<file path="config.mk">
export PLATFORM = sky130hd
export DESIGN_NAME = ppa_pipe_adder
export DESIGN_NICKNAME = d
export VERILOG_FILES = /design/src/rtl/ppa_pipe_adder.sv
export SDC_FILE = /design/constraint.sdc
export NUM_CORES = 1
export LEC_CHECK = 0
export CORE_MARGIN = 3
export CORE_UTILIZATION = 60
export DETAILED_ROUTE_END_ITERATION = 8
export PLACE_DENSITY = 0.94
export SYNTH_ARGS = -nofsm -noshare
export SYNTH_HDL_FRONTEND = slang
export SYNTH_SLANG_ARGS = --single-unit
</file>
<file path="constraint.sdc">
create_clock -name clk -period 17.3 [get_ports clk]
set_input_delay 5.19 -clock clk [delete_from_list [all_inputs] [get_ports clk]]
set_output_delay 5.19 -clock clk [all_outputs]
set_load 0.02 [all_outputs]
</file>
<file path="src/rtl/ppa_pipe_adder.sv">
// Pipelined Kogge-Stone parallel-prefix adder/subtractor with valid/ready
// handshakes. Prefix rows are built in a generate loop. A stage register is
// inserted after every REG_EVERY rows, and a final output register follows
// post-processing. Index 0 of each g vector is the carry-in node (bit -1).
module ppa_pipe_adder #(
  parameter int unsigned WIDTH     = 32,
  parameter int unsigned REG_EVERY = 2,
  parameter int unsigned TAG_W     = 4
) (
  input  logic             clk,
  input  logic             rst,
  input  logic             in_valid,
  output logic             in_ready,
  input  logic [WIDTH-1:0] a,
  input  logic [WIDTH-1:0] b,
  input  logic             cin,
  input  logic             sub,
  input  logic [TAG_W-1:0] in_tag,
  output logic             out_valid,
  input  logic             out_ready,
  output logic [WIDTH-1:0] sum,
  output logic             cout,
  output logic             ovf,
  output logic [TAG_W-1:0] out_tag
);

  // Number of prefix rows over WIDTH+1 nodes (operand bits plus carry-in)
  localparam int unsigned R  = $clog2(WIDTH + 1);
  localparam int unsigned DF = 1 << (R - 1);

  logic [WIDTH-1:0] b_eff;
  logic             adv_fin;

  assign b_eff = sub ? ~b : b;

  // Rows 0..R-1. Row 0 is pre-processing; row R is folded into the output stage.
  // After row k, nodes below 2^k are fully resolved, so only p[WIDTH:2^k] is kept.
  for (genvar k = 0; k < R; k++) begin : g_row
    logic [WIDTH:0]        g_o;
    logic [WIDTH:(1 << k)] p_o;
    logic [WIDTH-1:0]      praw_o;
    logic                  am_o;
    logic                  bm_o;
    logic [TAG_W-1:0]      tag_o;
    logic                  vld_o;
    logic                  adv_up;
    logic                  adv_dn;

    if (k == R - 1) begin : g_last
      assign adv_dn = adv_fin;
    end else begin : g_next
      assign adv_dn = g_row[k+1].adv_up;
    end

    if (k == 0) begin : g_pre
      assign g_o    = {a & b_eff, cin ^ sub};
      assign p_o    = a ^ b_eff;
      assign praw_o = a ^ b_eff;
      assign am_o   = a[WIDTH-1];
      assign bm_o   = b_eff[WIDTH-1];
      assign tag_o  = in_tag;
      assign vld_o  = in_valid;
      assign adv_up = adv_dn;
    end else begin : g_pfx
      localparam int unsigned D       = 1 << (k - 1);
      localparam bit          HAS_REG = ((k % REG_EVERY) == 0);

      logic [WIDTH:0]        g_c;
      logic [WIDTH:(1 << k)] p_c;

      // Grey cells for nodes whose span reaches the carry-in, black cells above
      always_comb begin
        g_c = g_row[k-1].g_o;
        p_c = '0;
        for (int unsigned n = D; (n < 2 * D) && (n <= WIDTH); n++) begin
          g_c[n] = g_row[k-1].g_o[n] | (g_row[k-1].p_o[n] & g_row[k-1].g_o[n-D]);
        end
        for (int unsigned n = 2 * D; n <= WIDTH; n++) begin
          g_c[n] = g_row[k-1].g_o[n] | (g_row[k-1].p_o[n] & g_row[k-1].g_o[n-D]);
          p_c[n] = g_row[k-1].p_o[n] & g_row[k-1].p_o[n-D];
        end
      end

      if (HAS_REG) begin : g_reg
        logic [WIDTH:0]        g_q;
        logic [WIDTH:(1 << k)] p_q;
        logic [WIDTH-1:0]      praw_q;
        logic                  am_q;
        logic                  bm_q;
        logic [TAG_W-1:0]      tag_q;
        logic                  vld_q;

        // Stage register: loads when it can drain, otherwise holds its contents
        always_ff @(posedge clk) begin
          if (rst) begin
            vld_q <= 1'b0;
          end else if (adv_up) begin
            vld_q <= g_row[k-1].vld_o;
            if (g_row[k-1].vld_o) begin
              g_q    <= g_c;
              p_q    <= p_c;
              praw_q <= g_row[k-1].praw_o;
              am_q   <= g_row[k-1].am_o;
              bm_q   <= g_row[k-1].bm_o;
              tag_q  <= g_row[k-1].tag_o;
            end
          end
        end

        assign g_o    = g_q;
        assign p_o    = p_q;
        assign praw_o = praw_q;
        assign am_o   = am_q;
        assign bm_o   = bm_q;
        assign tag_o  = tag_q;
        assign vld_o  = vld_q;
        assign adv_up = !vld_q || adv_dn;
      end else begin : g_comb
        assign g_o    = g_c;
        assign p_o    = p_c;
        assign praw_o = g_row[k-1].praw_o;
        assign am_o   = g_row[k-1].am_o;
        assign bm_o   = g_row[k-1].bm_o;
        assign tag_o  = g_row[k-1].tag_o;
        assign vld_o  = g_row[k-1].vld_o;
        assign adv_up = adv_dn;
      end
    end
  end

  assign in_ready = g_row[0].adv_up;

  logic [WIDTH:0]   g_fin;
  logic [WIDTH-1:0] sum_d;
  logic             cout_d;
  logic             ovf_d;
  logic             out_valid_q;
  logic [WIDTH-1:0] sum_q;
  logic             cout_q;
  logic             ovf_q;
  logic [TAG_W-1:0] tag_q;

  // Last prefix row (all grey) and post-processing
  always_comb begin
    g_fin = g_row[R-1].g_o;
    for (int unsigned n = DF; n <= WIDTH; n++) begin
      g_fin[n] = g_row[R-1].g_o[n] | (g_row[R-1].p_o[n] & g_row[R-1].g_o[n-DF]);
    end
    sum_d  = g_row[R-1].praw_o ^ g_fin[WIDTH-1:0];
    cout_d = g_fin[WIDTH];
    ovf_d  = (g_row[R-1].am_o == g_row[R-1].bm_o) && (sum_d[WIDTH-1] != g_row[R-1].am_o);
  end

  assign adv_fin = out_ready || !out_valid_q;

  // Output register: holds the result until the consumer takes it
  always_ff @(posedge clk) begin
    if (rst) begin
      out_valid_q <= 1'b0;
      sum_q       <= '0;
      cout_q      <= 1'b0;
      ovf_q       <= 1'b0;
      tag_q       <= '0;
    end else if (adv_fin) begin
      out_valid_q <= g_row[R-1].vld_o;
      if (g_row[R-1].vld_o) begin
        sum_q  <= sum_d;
        cout_q <= cout_d;
        ovf_q  <= ovf_d;
        tag_q  <= g_row[R-1].tag_o;
      end
    end
  end

  assign out_valid = out_valid_q;
  assign sum       = sum_q;
  assign cout      = cout_q;
  assign ovf       = ovf_q;
  assign out_tag   = tag_q;

endmodule
</file>
==> out/qor.txt <==
CTS HTree Levels: 1
Setup Viol. Count Final: 0
Min-Delay Path Class: reg2reg
LEAKAGE: 4.05 nW
Min Hold Slack: 0.420 ns
Ports: 114
VDD IR-drop max: 0.0749 mV
Resized cells post-CTS: 0
Congestion Overflow GR: 0
total track usage: 0.251
share of cells above drive strength 1: 0.0820
CP arrival: 6.73 ns
Buffers on Ports: 113
Worst Hold Depth: 0
critical path's most frequent cell: clkdlybuf4s50_1
ANT cells: 0
PwrDens: 114 mW/mm^2
vias in the first global route: 6105
HPWL after detailed placement: 14800 um
final core occ: 0.755
Tightest Pin Transition: 1.16 ns
drt via density: 5.85
Min Clock Period, post-route: 11.92 ns
Initial Utilization: 0.621
Max Clk Rate: 83.9 MHz
WL final: 22000 um
M2 GR Usage: 0.433
Die Wd: 132 um
dpl cell area: 0.0108 sq mm
synthesized area: 0.00954 sq mm
Final Cell Area: 0.0116 sq mm
critical path capture point type: output pin
CTS Buffer Depth: 3
FILL cells: 859
drt pass-1 iters: 5
Mean Syn Cell Area: 13.1 sq um
Die Height: 132 um
Synth Register Bits: 229
Final Cycle Share: 0.689
post-CTS setup repair buffer count: 0
first-pass GRT wire length: 34000 um
Crit Path Category: in2out
DRC: 0
Critical Path Max Stage Delay: 0.59 ns
Max-Cap Viols: 0
Final ANT Viol Nets: 0
met3 usage in global routing: 0.0317
initial antenna violation count: 0
RePlAce Congestion: 0.905
slowest CP cell: clkdlybuf4s50_1
Slew HR: 0.228
busiest grt layer: met2
Setup TNS Final: 0 ns
worst hold start: g_row[2].g_pfx.g_reg.praw_q[30]$_DFFE_PP_
clk_lat worst skew: 0.50 ns
fin. max-slew vios: 0
post-synthesis sequential area ratio: 0.678
status: finished clean
Synth Warn #: 0
Critical Path Start Type: primary input
area of the die: 0.0175 sq mm
CTS Buf Count: 22
Worst Skew: 0.00839 ns
Final Hold Vio Count: 0
R2R depth: 4
drt initial violations: 701
clock-pin slew on the worst setup and hold paths: 0.07 ns
CP delay by family, top: buffers and inverters
Post-Layout Cell Count: 1077
Cell variety after synth: 33
Avg WL per Cell: 20.4 um
Buf+Inv Stages, Crit Path: 3
CTS Hold Buffers Added: 0
largest net degree at the start of global routing: 90
Sink Count: 229
vias post-DR: 6297
cell row count: 45
Hold EP: g_row[4].g_pfx.g_reg.praw_q[30]$_DFFE_PP_
CTS root buf: clkbuf_16
synthesis-to-layout area growth: 21.6%
Layout Nets: 961
Cells after Synth: 728
RSZ-0062 raised after global routing: false
setup slack, reg-to-reg: 14.27 ns
R2R Path End: g_row[2].g_o[0]$_DFFE_PP_
grt met1 use: 0.339
CP max FO: 3
CTS tree: yes
dpl cells: 1037
r2r startpoint: out_valid$_SDFFE_PP0P_
Post-Syn Nets: 839
floorplan core area: 0.0154 sq mm
CP required: 12.11 ns
Cell Chain, Critical Path: clkdlybuf4s50_1, and2b_1, and3_1, inv_1, clkdlybuf4s50_1
register area: 0.00647 sq mm
area of the multi-input gates: 0.00293 sq mm
[power by group]
part | switching, W | internal (W)
registers | 0.0000200 | 0.000638
logic | 0.0000862 | 0.0000567
clock network | 0.000200 | 0.000317
total | 0.000306 | 0.00101
[logic make-up (layout without fill, tap and decap cells)]
logic type	Yosys count	count (layout)	synth area share
AO/OA/AOI/OAI	154	154	0.0982
XOR/XNOR	65	65	0.0597
adder cells (fa/ha/maj)	37	37	0.0485
buffers and inverters	22	160	0.0167
flip-flops	229	229	0.678
AND/OR/NAND/NOR	221	221	0.0993
[state kept, by name, summed over array words and instances (netlist names)]
register	count
cout	1
g_row.am_o	2
g_row.bm_o	2
g_row.g_o	66
g_row.g_pfx.g_reg.p_q	46
g_row.g_pfx.g_reg.praw_q	64
g_row.g_pfx.g_reg.tag_q	8
g_row.g_pfx.g_reg.vld_q	2
out_tag	4
out_valid	1
ovf	1
sum	32
[metrics by stage]
step	setup slack [ns]	power, W
5_1_grt	5.33	0.00136
4_1_cts	5.38	0.00132
3_5_place_dp	5.39	0.000804
6_report	5.38	0.00132
3_3_place_gp	5.41	0.000794
2_1_floorplan	3.79	0.000747
[how the worst max path moves through the flow]
stage	start	end	slack (ns)	depth (start not counted)
after floorplan	out_ready	g_row[2].am_o$_DFFE_PP_	3.79	3
after global placement	out_ready	in_ready	5.41	5
after detailed placement	out_ready	in_ready	5.39	5
after CTS	out_ready	in_ready	5.38	5
after global routing	out_ready	in_ready	5.33	5
final	out_ready	in_ready	5.38	5
[synthesized netlist by cell type (all sizes together)]
cell type	instances	share of area
a21o	9	0.0071
ha	37	0.049
edfxtp	188	0.59
xnor2	32	0.029
buf	12	0.013
and3	1	0.00066
o21bai	4	0.0031
nor3	2	0.0010
nor2b	9	0.0059
nand2b	9	0.0067
nor3b	2	0.0016
nand3b	1	0.00079
inv	5	0.0020
nand2	113	0.044
xor2	33	0.030
and2	2	0.0016
nand3	10	0.0052
nor2	71	0.031
a211oi	16	0.021
o21ai	42	0.022
clkbuf	5	0.0020
a311oi	1	0.0016
dfxtp	41	0.086
a21oi	82	0.043
and2b	1	0.00079
[routing by layer]
layer / share of wire / vias to the layer above / wire, um
met4: 0.024 / 0 / 530
met5: 0 / - / 0
met1: 0.38 / 2964 / 8410
li1: - / 2856 / -
met2: 0.50 / 432 / 10900
met3: 0.095 / 45 / 2100
[placed cells by master, fill, tap and decap left out, types with 3 or more instances in the layout]
cell type / synthesis / final
edfxtp_1: 188 / 188
nand2_1: 113 / 113
clkdlybuf4s50_1: 0 / 111
a21oi_1: 81 / 81
nor2_1: 61 / 61
o21ai_0: 42 / 42
dfxtp_1: 41 / 41
ha_1: 37 / 37
xor2_1: 33 / 33
xnor2_1: 32 / 32
clkbuf_16: 0 / 23
a211oi_2: 16 / 16
nand3_1: 10 / 10
nor2_2: 10 / 10
a21o_1: 9 / 9
nor2b_1: 9 / 9
nand2b_1: 8 / 8
inv_1: 5 / 5
bufinv_16: 0 / 5
o21bai_1: 4 / 4
clkinv_2: 0 / 3
clkinv_1: 0 / 3
[area by class of cell]
cell class / count / area share
multi-input combinational: 477 / 0.252
sequential: 229 / 0.557
timing repair buffer: 115 / 0.0979
clock buffer: 25 / 0.0503
inverter: 5 / 0.00162
clock inverter: 15 / 0.0177
tap: 211 / 0.0228
(Power assumes the default switching activity.)
